$ cat config.mk
export PLATFORM = sky130hd
export DESIGN_NAME = strobed_alu_accum
export DESIGN_NICKNAME = d
export VERILOG_FILES = /design/src/rtl/strobed_alu_accum.sv
export SDC_FILE = /design/constraint.sdc
export NUM_CORES = 1
export LEC_CHECK = 0
export ABC_AREA = 1
export BUFFER_PORTS_ARGS = -buffer_cell sky130_fd_sc_hd__buf_4
export CORE_ASPECT_RATIO = 0.6
export CORE_MARGIN = 2
export CORE_UTILIZATION = 45
export CTS_CLUSTER_DIAMETER = 50
export DETAILED_ROUTE_END_ITERATION = 10
export PLACE_DENSITY = 0.65
export SYNTH_ARGS = -nofsm -noshare
export SYNTH_HDL_FRONTEND = slang
export SYNTH_SLANG_ARGS = --single-unit
$ cat constraint.sdc
create_clock -name clk -period 2.3 [get_ports clk]
set_input_delay 0.115 -clock clk [delete_from_list [all_inputs] [get_ports clk]]
set_output_delay 0.115 -clock clk [all_outputs]
set_load 0.03 [all_outputs]
$ cat src/rtl/strobed_alu_accum.sv
// strobed_alu_accum: strobe-gated add/subtract/accumulate unit with optional saturation
// Ports: clk, rst_n (async, active-low); en freezes the block when 0;
//   div_ratio sets one strobe every div_ratio+1 enabled cycles; mode 00 add, 01 sub,
//   10 accumulate a, 11 clear; sat_en selects saturate over wrap; a, b unsigned operands;
//   result registered WIDTH+1 bits; out_valid pulses after each strobe;
//   overflow flags the last strobed op; ovf_sticky holds until clear or reset.
module strobed_alu_accum #(
  parameter int WIDTH = 7,
  parameter int DIV_W = 4
) (
  input  logic             clk,
  input  logic             rst_n,
  input  logic             en,
  input  logic [DIV_W-1:0] div_ratio,
  input  logic [1:0]       mode,
  input  logic             sat_en,
  input  logic [WIDTH-1:0] a,
  input  logic [WIDTH-1:0] b,
  output logic [WIDTH:0]   result,
  output logic             out_valid,
  output logic             overflow,
  output logic             ovf_sticky
);
  logic [DIV_W-1:0] cnt;
  logic [WIDTH:0]   acc;
  logic             tick;
  logic [WIDTH:0]   add_r;
  logic [WIDTH:0]   sub_r;
  logic             borrow;
  logic [WIDTH+1:0] acc_sum;
  logic             carry;
  logic [WIDTH:0]   acc_nxt;
  logic [WIDTH:0]   nxt_res;
  logic             nxt_ovf;
  always_comb begin
    tick    = en && (cnt >= div_ratio);
    add_r   = {1'b0, a} + {1'b0, b};
    sub_r   = {1'b0, a} - {1'b0, b};
    borrow  = a < b;
    acc_sum = {1'b0, acc} + {2'b0, a};
    carry   = acc_sum[WIDTH+1];
    acc_nxt = (carry && sat_en) ? '1 : acc_sum[WIDTH:0];
    nxt_res = mode == 2'b00 ? add_r :
              mode == 2'b01 ? ((borrow && sat_en) ? '0 : sub_r) :
              mode == 2'b10 ? acc_nxt : '0;
    nxt_ovf = mode == 2'b01 ? borrow : mode == 2'b10 ? carry : 1'b0;
  end
  always_ff @(posedge clk or negedge rst_n) begin
    if (!rst_n) begin
      cnt        <= '0;
      acc        <= '0;
      result     <= '0;
      out_valid  <= 1'b0;
      overflow   <= 1'b0;
      ovf_sticky <= 1'b0;
    end else begin
      out_valid <= tick;
      if (en) cnt <= tick ? '0 : cnt + 1'b1;
      if (tick) begin
        result     <= nxt_res;
        overflow   <= nxt_ovf;
        acc        <= mode == 2'b10 ? acc_nxt : mode == 2'b11 ? '0 : acc;
        ovf_sticky <= mode == 2'b11 ? 1'b0 : (ovf_sticky | nxt_ovf);
      end
    end
  end
endmodule

==> results of run 1 <==
==> layout by cell type, fill, tap and decap left out, types with 10 or more instances in the layout <==
cell type / Yosys / layout
sky130_fd_sc_hd__dfrtp_1: 23 / 23
sky130_fd_sc_hd__inv_1: 56 / 56
sky130_fd_sc_hd__ha_1: 26 / 26
sky130_fd_sc_hd__nand4_1: 12 / 12
sky130_fd_sc_hd__nand3_1: 33 / 33
sky130_fd_sc_hd__buf_4: 1 / 35
sky130_fd_sc_hd__o21ai_1: 10 / 10
sky130_fd_sc_hd__a21oi_1: 11 / 11
sky130_fd_sc_hd__nor2_1: 18 / 18
sky130_fd_sc_hd__nand2_1: 103 / 103
==> cell families after synthesis <==
group / after synthesis / share of synthesized area [%]
adder cells (fa/ha/maj): 29 / 16.5
AO/OA/AOI/OAI: 31 / 7.99
XOR/XNOR: 6 / 2.25
AND/OR/NAND/NOR: 185 / 36.5
flip-flops: 23 / 24.7
buffers and inverters: 67 / 12.1
==> metrics by stage <==
stage | hold slack (ns) | setup WS (ns)
floorplan | -0.181 | 0.490
global placement | 0.0346 | 0.333
detailed placement | 0.0368 | 0.250
CTS | 0.102 | 0.229
global route | 0.124 | 0.0392
finish | 0.102 | 0.228
==> sequential cells by signal, indices dropped and copies added, names as in the netlist <==
register / count
ovf_sticky: 1
acc: 8
cnt: 4
overflow: 1
result: 8
out_valid: 1
==> routing by layer <==
metal	global-route usage [%]	vias up	part of all wire, %
met3	3.86	2	8.5
met5	0	-	0
met1	37.6	1002	54
met4	1.81	0	0.21
li1	-	1150	-
met2	31.5	84	37
==> area by class of cell <==
class	instances	area, um^2	share of cell area, %
Inverter	61	231	8.62
Sequential cell	23	576	21.4
Tap cell	66	82.6	3.08
Multi-Input combinational cell	251	1480	55.0
Clock buffer	3	41.3	1.54
Clock inverter	1	5.00	0.186
Timing Repair Buffer	36	273	10.2
==> where the power goes <==
group          switching, mW  internal [mW]  leakage [nW]
clock network          0.144          0.121        0.0255
logic                  0.928          0.575          1.24
registers              0.129          0.581         0.294
==> path summary, 6_finish.rpt <==
kind / start / to / slack (ns) / cells past startpoint
hold / removal: en / cnt[0] / 0.10 / 2
setup reg to reg: acc[0] / result[5] / 0.23 / 12
min in group asynchronous: rst_n / result[0] / 0.26 / 2
hold reg to reg: result[1] / result[1] / 0.49 / 2
setup / recovery: acc[0] / result[5] / 0.23 / 12
max in group asynchronous: rst_n / cnt[1] / 1.79 / 2
==> out/results.tsv, run 1 <==
stage	metric	value	unit
floorplanning	core area	5030	um^2
synth	combined area of all synthesized cells	2330	um^2
global_routing	number of global-route vias before repair	1990	
clock_tree	TritonCTS clock tree	yes	
synth	cell count after synthesis	341	
synth	number of synthesized register bits	23	
global_routing	first-pass GRT wire length	10300	um
global_routing	Overall Global Routing Usage	22.8	%
final_layout	non-filler instance count after layout	441	
critical_path	critical path type	reg2reg	
synth	count of distinct cell types in the synthesized netlist	31	
clock_tree	number of buffers inserted by hold repair at cts	1	
critical_path	CP max-delay cell	sky130_fd_sc_hd__fa_1	
final_layout	# fillers	497	
power	power after layout	2.48	mW
critical_path	cell family with most CP delay	simple AND/OR/NAND/NOR gates	
sta	worst slew pin tran	0.446	ns
sta	Pins Over Slew Limit	0	
sta	maximum clock frequency	483	MHz
critical_path	Worst Path Buf+Inv	0	
route	post-detailed-route wirelength per cell	14.0	um
place	DP HPWL	4970	um
clock_tree	Setup Fix Bufs, Post-CTS	0	
synth	most instantiated library cell after synthesis	sky130_fd_sc_hd__nand2_1	
floorplanning	chip width	97.0	um
run	number of max-cap violations	0	
clock_tree	CTS clock-pin slew for the worst setup and hold paths	0.09	ns
global_routing	maximum number of pins on one net before global-route repair	24	
clock_tree	sinks on the clock net	23	
final_layout	synthesis-to-layout area growth	15.0	%
sta	count of final hold-check violations	0	
final_layout	Nets	429	
power	ratio of total power to cell area	923	nW/um^2
critical_path	nature of the critical path endpoint	register	
clock_tree	number of clock buffers inserted by TritonCTS	3	
critical_path	CP required	2.47	ns
critical_path	Max stage delay on crit path	0.44	ns
route	via total after detailed routing	2238	
synth	Synth top cells by count	sky130_fd_sc_hd__nand2_1, sky130_fd_sc_hd__inv_1, sky130_fd_sc_hd__nand3_1, sky130_fd_sc_hd__ha_1, sky130_fd_sc_hd__dfrtp_1	
sta	slew margin rel.	70.2	%
floorplanning	die span in y	59.8	um
synth	share of the yosys chip area belonging to registers	24.7	%
synth	main area contributors after synthesis	sky130_fd_sc_hd__dfrtp_1, sky130_fd_sc_hd__nand2_1, sky130_fd_sc_hd__ha_1, sky130_fd_sc_hd__inv_1, sky130_fd_sc_hd__nand3_1	
route	final antenna-violating net count	0	
final_layout	final standard cell area without fillers	2680	um^2
route	violation count after the first detailed-routing iteration	150	
sta	unrepaired setup endpoints after global routing	false	
route	wire length after detailed routing	6150	um
place	placed cell count	436	
sta	Final TNS setup	0	ns
critical_path	Critical Path Fanout Max	8	
place	number of buffer cells added on primary ports	34	
power	maximum resistive drop on vdd	0.471	mV
final_layout	number of inserted diodes	0	
place	placed cell area	2630	um^2
floorplanning	Site Rows	20	
critical_path	Worst Path Arrival	2.24	ns
place	final weighted congestion in routability-driven placement	0.915	
final_layout	end-of-flow core utilization	53.4	%
synth	leading register cell type out of synthesis	sky130_fd_sc_hd__dfrtp_1	
synth	Avg Synthesized Cell Area	6.84	um^2
route	vias per inst	5.07	
sta	Final period util	90.1	%
final_layout	fraction of layout instances using a drive strength above 1	17.6	%
synth	portion of synthesized cell area occupied by the leading cell type	24.7	%
synth	number of synthesized flops with an enable pin	0	
clock_tree	count of instances resized after the clock tree is built	0	
floorplanning	initial cell density of the core	46.4	%
floorplanning	area enclosed by the die boundary	5800	um^2
sta	shortest period the worst path allows	2.07	ns
power	Leak	1.56	nW
global_routing	antenna violations before repair	0	
sta	final setup fails	0	
outcome	run status	finished clean	
floorplanning	IO Count	35	
min_path	class of the tightest hold or removal check	in2reg	
clock_tree	Clock Latency Late Sink	0.27	ns
route	Detailed Routing Iterations Pass 1	5	
clock_tree	maximum buffer depth of the clock tree	2	
synth	number of warnings issued by yosys	0	
critical_path	startpoint type of the worst setup path	register	
sta	worst clock skew	0.00181	ns
synth	cell accounting for the most synthesized area	sky130_fd_sc_hd__dfrtp_1	
synth	Synth Net Count	394	
critical_path	most used cell along the critical path	sky130_fd_sc_hd__nand2_1	
clock_tree	library cell used as clock root buffer	sky130_fd_sc_hd__clkbuf_8	
critical_path	series of cell instances along the critical path	ha_1 > fa_1 > nand3_1 > nand3_2 > nand2_1 > nand2_2 > nand2_4 > nand3_1 > nand2_1 > nand3_1 > nand2_1 > nand2_1	
synth	share of flip-flops with an asynchronous set or reset	100	%
clock_tree	H-tree level count	1	
route	# DRC	0	
global_routing	gr ovfl total	0	
Note: power is estimated with default switching activity, not from simulation.
==> inputs of run 2 (changes only) <==
--- a/config.mk
+++ b/config.mk
@@ -5,14 +5,14 @@
 export SDC_FILE = /design/constraint.sdc
 export NUM_CORES = 1
 export LEC_CHECK = 0
-export ABC_AREA = 1
+export ABC_AREA = 0
 export BUFFER_PORTS_ARGS = -buffer_cell sky130_fd_sc_hd__buf_4
 export CORE_ASPECT_RATIO = 0.6
 export CORE_MARGIN = 2
 export CORE_UTILIZATION = 45
 export CTS_CLUSTER_DIAMETER = 50
 export DETAILED_ROUTE_END_ITERATION = 10
-export PLACE_DENSITY = 0.65
+export PLACE_DENSITY = 0.66
 export SYNTH_ARGS = -nofsm -noshare
 export SYNTH_HDL_FRONTEND = slang
 export SYNTH_SLANG_ARGS = --single-unit
==> run 2 against run 1 <==
Compared with the run above:
- synthesized area is 8.6% lower
- clock skew is essentially flat
- first-iteration DRC count fell by 35%
- via count fell by 17%
- critical path depth shrank 4
- fmax decreased by 4.7%
- clock-buffer cell count rose by 1
- total power fell by 11%
- cell area shrank 6.7%
==> out/results.tsv, run 2 <==
stage	metric	value	unit
sta	count of final hold-check violations	0	
synth	Avg Synthesized Cell Area	8.64	um^2
critical_path	series of cell instances along the critical path	ha_2 > fa_2 > a21o_1 > a21oi_2 > a21oi_4 > o21bai_4 > a221oi_2 > o31ai_2	
floorplanning	die span in y	57.3	um
power	cell internal power dissipation	1.23	mW
critical_path	Worst Path Arrival	2.33	ns
sta	worst slew pin tran	0.587	ns
sta	shortest period the worst path allows	2.17	ns
place	placed cell area	2440	um^2
sta	slew margin rel.	60.7	%
global_routing	Overall Global Routing Usage	20.7	%
final_layout	combined area of the multi-input logic cells	1410	um^2
synth	Synth Net Count	300	
sta	maximum clock frequency	460	MHz
final_layout	Nets	338	
synth	Synth top cells by count	sky130_fd_sc_hd__nand2_1, sky130_fd_sc_hd__ha_1, sky130_fd_sc_hd__dfrtp_1, sky130_fd_sc_hd__inv_1, sky130_fd_sc_hd__a21oi_1	
synth	number of synthesized register bits	23	
route	# DRC	0	
global_routing	gr ovfl total	0	
global_routing	maximum number of pins on one net before global-route repair	24	
place	final weighted congestion in routability-driven placement	0.947	
power	power after layout	2.21	mW
floorplanning	core area	4560	um^2
global_routing	antenna violations before repair	0	
synth	count of distinct cell types in the synthesized netlist	56	
power	proportion of total power due to net switching	44.3	%
sta	Worst Hold Margin	0.100	ns
synth	leading register cell type out of synthesis	sky130_fd_sc_hd__dfrtp_1	
clock_tree	library cell used as clock root buffer	sky130_fd_sc_hd__clkbuf_8	
power	Psw	979	uW
power	ratio of total power to cell area	883	nW/um^2
final_layout	number of inserted diodes	0	
min_path	origin of the worst min-delay path	en	
clock_tree	Clock Latency Late Sink	0.26	ns
final_layout	non-filler instance count after layout	347	
place	number of buffer cells added on primary ports	34	
critical_path	nature of the critical path endpoint	register	
place	placed cell count	342	
route	violation count after the first detailed-routing iteration	98	
floorplanning	area enclosed by the die boundary	5330	um^2
critical_path	Critical Path Fanout Max	8	
synth	main area contributors after synthesis	sky130_fd_sc_hd__dfrtp_1, sky130_fd_sc_hd__ha_1, sky130_fd_sc_hd__nand2_1, sky130_fd_sc_hd__a21oi_1, sky130_fd_sc_hd__inv_1	
synth	cell count after synthesis	247	
min_path	class of the tightest hold or removal check	in2reg	
sta	Final period util	94.6	%
critical_path	Worst Path Buf+Inv	0	
clock_tree	CTS clock-pin slew for the worst setup and hold paths	0.08	ns
final_layout	largest registers	acc: 8 flops, result: 8 flops, cnt: 4 flops	
critical_path	CP required	2.45	ns
synth	number of warnings issued by yosys	0	
floorplanning	Site Rows	19	
route	Detailed Routing Iterations Pass 1	4	
critical_path	worst setup path startpoint	acc[0]	
power	power share of the combinational group	58.1	%
clock_tree	maximum buffer depth of the clock tree	2	
synth	share of flip-flops with an asynchronous set or reset	100	%
critical_path	R2R Path Start	acc[0]	
clock_tree	number of clock buffers inserted by TritonCTS	3	
power	Leak	1.25	nW
global_routing	first-pass GRT wire length	8670	um
final_layout	fraction of layout instances using a drive strength above 1	20.4	%
floorplanning	initial cell density of the core	46.7	%
route	vias per inst	5.37	
synth	cell accounting for the most synthesized area	sky130_fd_sc_hd__dfrtp_1	
sta	Pins Over Slew Limit	0	
final_layout	final standard cell area without fillers	2500	um^2
power	maximum resistive drop on vdd	0.478	mV
run	number of max-cap violations	0	
outcome	run status	finished clean	
floorplanning	chip width	92.9	um
power	part of the total power dissipated in the clock network	11.4	%
final_layout	sequential standard cell area	576	um^2
sta	final setup fails	0	
clock_tree	Setup Fix Bufs, Post-CTS	0	
critical_path	critical path type	reg2reg	
global_routing	number of global-route vias before repair	1713	
power	proportion of power drawn by flip-flops and latches	30.5	%
synth	combined area of all synthesized cells	2130	um^2
critical_path	CP max-delay cell	sky130_fd_sc_hd__dfrtp_1	
place	DP HPWL	4030	um
route	post-detailed-route wirelength per cell	14.6	um
final_layout	synthesis-to-layout area growth	17.4	%
clock_tree	sinks on the clock net	23	
final_layout	commonest cells after routing, fill and taps aside	sky130_fd_sc_hd__buf_4, sky130_fd_sc_hd__nand2_1, sky130_fd_sc_hd__ha_1, sky130_fd_sc_hd__inv_1, sky130_fd_sc_hd__dfrtp_1	
final_layout	# fillers	457	
final_layout	most common cell after layout, fill and taps aside	sky130_fd_sc_hd__buf_4	
synth	number of synthesized flops with an enable pin	0	
route	wire length after detailed routing	5060	um
critical_path	Max stage delay on crit path	0.39	ns
clock_tree	TritonCTS clock tree	yes	
route	final antenna-violating net count	0	
synth	most instantiated library cell after synthesis	sky130_fd_sc_hd__nand2_1	
synth	share of the yosys chip area belonging to registers	27.0	%
critical_path	cell family with most CP delay	compound AO/OA/AOI/OAI gates	
sta	worst clock skew	0.00207	ns
floorplanning	IO Count	35	
synth	portion of synthesized cell area occupied by the leading cell type	27.0	%
clock_tree	H-tree level count	1	
critical_path	startpoint type of the worst setup path	register	
route	via total after detailed routing	1865	
run 2: cell types whose count changed in the layout (fill, tap and decap cells not counted), sizes merged, moves of 5 or more:
cell,delta
nand4,-11
o21ai,+6
a21oi,+9
nand2,-80
nor2,-7
buf,+5
inv,-38
nand2b,+5
o211ai,+8
nand3,-30
run 2: worst register-to-register path, stage by stage, from the launching register on:
cell	delay, ns
sky130_fd_sc_hd__dfrtp_1	0.39
sky130_fd_sc_hd__ha_2	0.20
sky130_fd_sc_hd__fa_2	0.37
sky130_fd_sc_hd__a21o_1	0.21
sky130_fd_sc_hd__a21oi_2	0.21
sky130_fd_sc_hd__a21oi_4	0.12
sky130_fd_sc_hd__o21bai_4	0.19
sky130_fd_sc_hd__a221oi_2	0.29
sky130_fd_sc_hd__o31ai_2	0.09
run 2: what timing repair did:
action                     CTS  global route
gates resized for setup      0             2
hold endpoints to repair    23             0
setup endpoints to repair    0             5
hold buffers                 1             0
run 2: logic make-up after synthesis:
logic type / synth area share [%]
adder cells (fa/ha/maj): 18.1
multiplexers: 0.469
buffers and inverters: 7.27
XOR/XNOR: 1.64
flip-flops: 27.0
AO/OA/AOI/OAI: 29.6
AND/OR/NAND/NOR: 16.0
run 2: worst paths after layout:
kind / end / slack, ns / cells after the start
max: result[7] / 0.13 / 8
min: cnt[0] / 0.1 / 2
max reg2reg: result[7] / 0.13 / 8
min reg2reg: acc[4] / 0.48 / 2
max in group asynchronous: result[3] / 1.79 / 2
min in group asynchronous: overflow / 0.28 / 2
run 2: power groups by stage:
stage | registers [mW] | clock network (mW) | logic (mW)
final | 0.674 | 0.251 | 1.28
after global routing | 0.700 | 0.279 | 1.43
after CTS | 0.675 | 0.261 | 1.28
after detailed placement | 0.681 | 0 | 1.27
after global placement | 0.680 | 0 | 1.26
after floorplan | 0.841 | 0 | 0.740
run 2: area by class of cell:
class	instances	area share (%)
repair buffers	41	12.4
well taps	63	3.15
clock buffers	4	1.80
multi-input cells	193	56.2
inverters	23	3.45
flip-flops and latches	23	23.0
run 2: metrics by stage:
| step | worst slack [ns] | utilization, % | setup TNS [ns] |
|---|---|---|---|
| floorplan | 0.173 | - | 0 |
| global placement | 0.0729 | 53.5 | 0 |
| detailed placement | 0.0488 | 53.5 | 0 |
| CTS | 0.00881 | 54.7 | 0 |
| global route | -0.00606 | 54.9 | -0.00606 |
| finish | 0.125 | 54.9 | 0 |
run 2: routing by layer:
layer | vias to the layer above | track usage (%) | part of all wire, %
li1 | 965 | - | -
met1 | 840 | 34.4 | 55
met2 | 56 | 27.4 | 37
met3 | 4 | 5.28 | 7.1
met4 | 0 | 2.10 | 0.83
met5 | - | 0 | 0
==> inputs of run 3 (changes only) <==
--- a/config.mk
+++ b/config.mk
@@ -13,6 +13,7 @@
 export CTS_CLUSTER_DIAMETER = 50
 export DETAILED_ROUTE_END_ITERATION = 10
 export PLACE_DENSITY = 0.66
+export SETUP_SLACK_MARGIN = 0.5
 export SYNTH_ARGS = -nofsm -noshare
 export SYNTH_HDL_FRONTEND = slang
 export SYNTH_SLANG_ARGS = --single-unit
==> run 3 against run 2 <==
Compared with the run above:
- non-clock buffer count grew 14
- worst setup slack gained 0.035 ns
- flip-flop and latch count is the same
- routed wire length grew 14%
- critical endpoint unchanged
==> out/results.tsv, run 3 (synthesized netlist as in run 2, its figures left out) <==
stage	metric	value	unit
outcome	run status	finished clean	
sta	Final period util	93.0	%
final_layout	Nets	352	
critical_path	Critical Path Fanout Max	6	
power	Leak	1.33	nW
critical_path	series of cell instances along the critical path	ha_4 > fa_2 > a21o_4 > a21oi_4 > a21oi_4 > o21bai_4 > a221oi_2 > o31ai_2	
clock_tree	H-tree level count	1	
route	post-detailed-route wirelength per cell	16.0	um
critical_path	WP depth	8	
power	maximum resistive drop on vdd	0.641	mV
floorplanning	initial cell density of the core	46.7	%
clock_tree	number of clock buffers inserted by TritonCTS	3	
critical_path	most used cell along the critical path	sky130_fd_sc_hd__a21oi_4	
route	vias per inst	5.50	
global_routing	antenna violations before repair	0	
final_layout	largest registers	acc: 8 flops, result: 8 flops, cnt: 4 flops	
critical_path	Worst Path Arrival	2.30	ns
floorplanning	area enclosed by the die boundary	5330	um^2
critical_path	nature of the critical path endpoint	register	
sta	Final TNS setup	0	ns
critical_path	CP required	2.46	ns
critical_path	CP max-delay cell	sky130_fd_sc_hd__dfrtp_1	
global_routing	gr ovfl total	0	
critical_path	Max stage delay on crit path	0.43	ns
place	placed cell count	340	
floorplanning	core area	4560	um^2
route	via total after detailed routing	1985	
global_routing	maximum number of pins on one net before global-route repair	24	
floorplanning	chip width	92.9	um
final_layout	fraction of layout instances using a drive strength above 1	31.2	%
critical_path	critical path type	reg2reg	
floorplanning	Site Rows	19	
sta	count of final hold-check violations	0	
clock_tree	Clock Latency Late Sink	0.27	ns
route	violation count after the first detailed-routing iteration	152	
sta	Setup WS post-layout	0.160	ns
clock_tree	TritonCTS clock tree	yes	
critical_path	Worst Reg-to-Reg Cells	8	
final_layout	number of inserted diodes	0	
global_routing	number of global-route vias before repair	1852	
sta	worst clock skew	0.00104	ns
place	number of buffer cells added on primary ports	34	
clock_tree	library cell used as clock root buffer	sky130_fd_sc_hd__clkbuf_8	
clock_tree	maximum buffer depth of the clock tree	2	
place	setup slack after placement	0.0612	ns
run	number of max-cap violations	0	
clock_tree	CTS clock-pin slew for the worst setup and hold paths	0.08	ns
sta	unrepaired setup endpoints after global routing	true	
sta	slew margin rel.	59.4	%
global_routing	first-pass GRT wire length	9200	um
critical_path	startpoint type of the worst setup path	register	
sta	worst slew pin tran	0.607	ns
floorplanning	IO Count	35	
place	DP HPWL	4190	um
route	Detailed Routing Iterations Pass 1	4	
final_layout	commonest cells after routing, fill and taps aside	sky130_fd_sc_hd__buf_4, sky130_fd_sc_hd__nand2_1, sky130_fd_sc_hd__dfrtp_1, sky130_fd_sc_hd__inv_1, sky130_fd_sc_hd__ha_1	
place	final weighted congestion in routability-driven placement	0.939	
sta	shortest period the worst path allows	2.14	ns
min_path	cell count of the worst hold path	2	
route	final antenna-violating net count	0	
global_routing	Overall Global Routing Usage	21.9	%
critical_path	cell family with most CP delay	compound AO/OA/AOI/OAI gates	
final_layout	non-filler instance count after layout	361	
sta	Pins Over Slew Limit	0	
sta	maximum clock frequency	467	MHz
final_layout	most common cell after layout, fill and taps aside	sky130_fd_sc_hd__buf_4	
power	power after layout	2.57	mW
clock_tree	sinks on the clock net	23	
sta	final setup fails	0	
route	# DRC	0	
route	wire length after detailed routing	5790	um
final_layout	synthesis-to-layout area growth	30.6	%
min_path	class of the tightest hold or removal check	in2reg	
floorplanning	die span in y	57.3	um
critical_path	Worst Path Buf+Inv	0	
power	ratio of total power to cell area	923	nW/um^2
[run 3: cell count changes in the layout (fill, tap and decap cells not counted), sizes merged]
cell      previous run  this run
buf                 40        54
clkinvlp             0         1
inv                 23        22
[run 3: report_power, final]
| part | switching, mW | internal (mW) |
|---|---|---|
| combinational | 0.882 | 0.744 |
| sequential | 0.119 | 0.568 |
| clock | 0.135 | 0.124 |
[run 3: layout make-up]
cell class,count,area [um^2]
clock buffer,4,45.0
fill,418,1780
inverter,23,90.1
multi-input combinational,193,1570
sequential,23,576
tap,63,78.8
timing repair buffer,55,423
[run 3: per-layer routing]
layer  vias to the layer above  global-route usage [%]  share of wire, %
met4                         0                    2.31              0.69
met1                       932                    35.3                52
met3                         4                    3.96               6.1
met5                         -                       0                 0
met2                        55                    31.3                41
li1                        994                       -                 -
[run 3: worst paths after layout]
path / from / endpoint / slack, ns
min in group asynchronous: rst_n / out_valid / 0.27
max in group asynchronous: rst_n / cnt[0] / 1.80
min: mode[0] / acc[0] / 0.08
max reg2reg: acc[0] / result[7] / 0.16
min reg2reg: acc[3] / acc[3] / 0.49
max: acc[0] / result[7] / 0.16
[run 3: repair_timing]
item | in CTS | in global routing
hold endpoints to repair | 23 | 0
pin swaps | 7 | 13
hold buffers | 1 | 0
setup buffers | 6 | 10
setup endpoints to repair | 19 | 22
resized for setup | 5 | 30
[run 3: through the flow]
| step | hold WS [ns] | util, % | instance area [um^2] |
|---|---|---|---|
| 2_1_floorplan | -0.181 | - | 2140 |
| 3_3_place_gp | 0.0266 | 53.4 | 2440 |
| 3_5_place_dp | 0.0256 | 53.4 | 2440 |
| 4_1_cts | 0.113 | 56.2 | 2570 |
| 5_1_grt | 0.0857 | 61.0 | 2790 |
| 6_report | 0.0844 | 61.0 | 2790 |
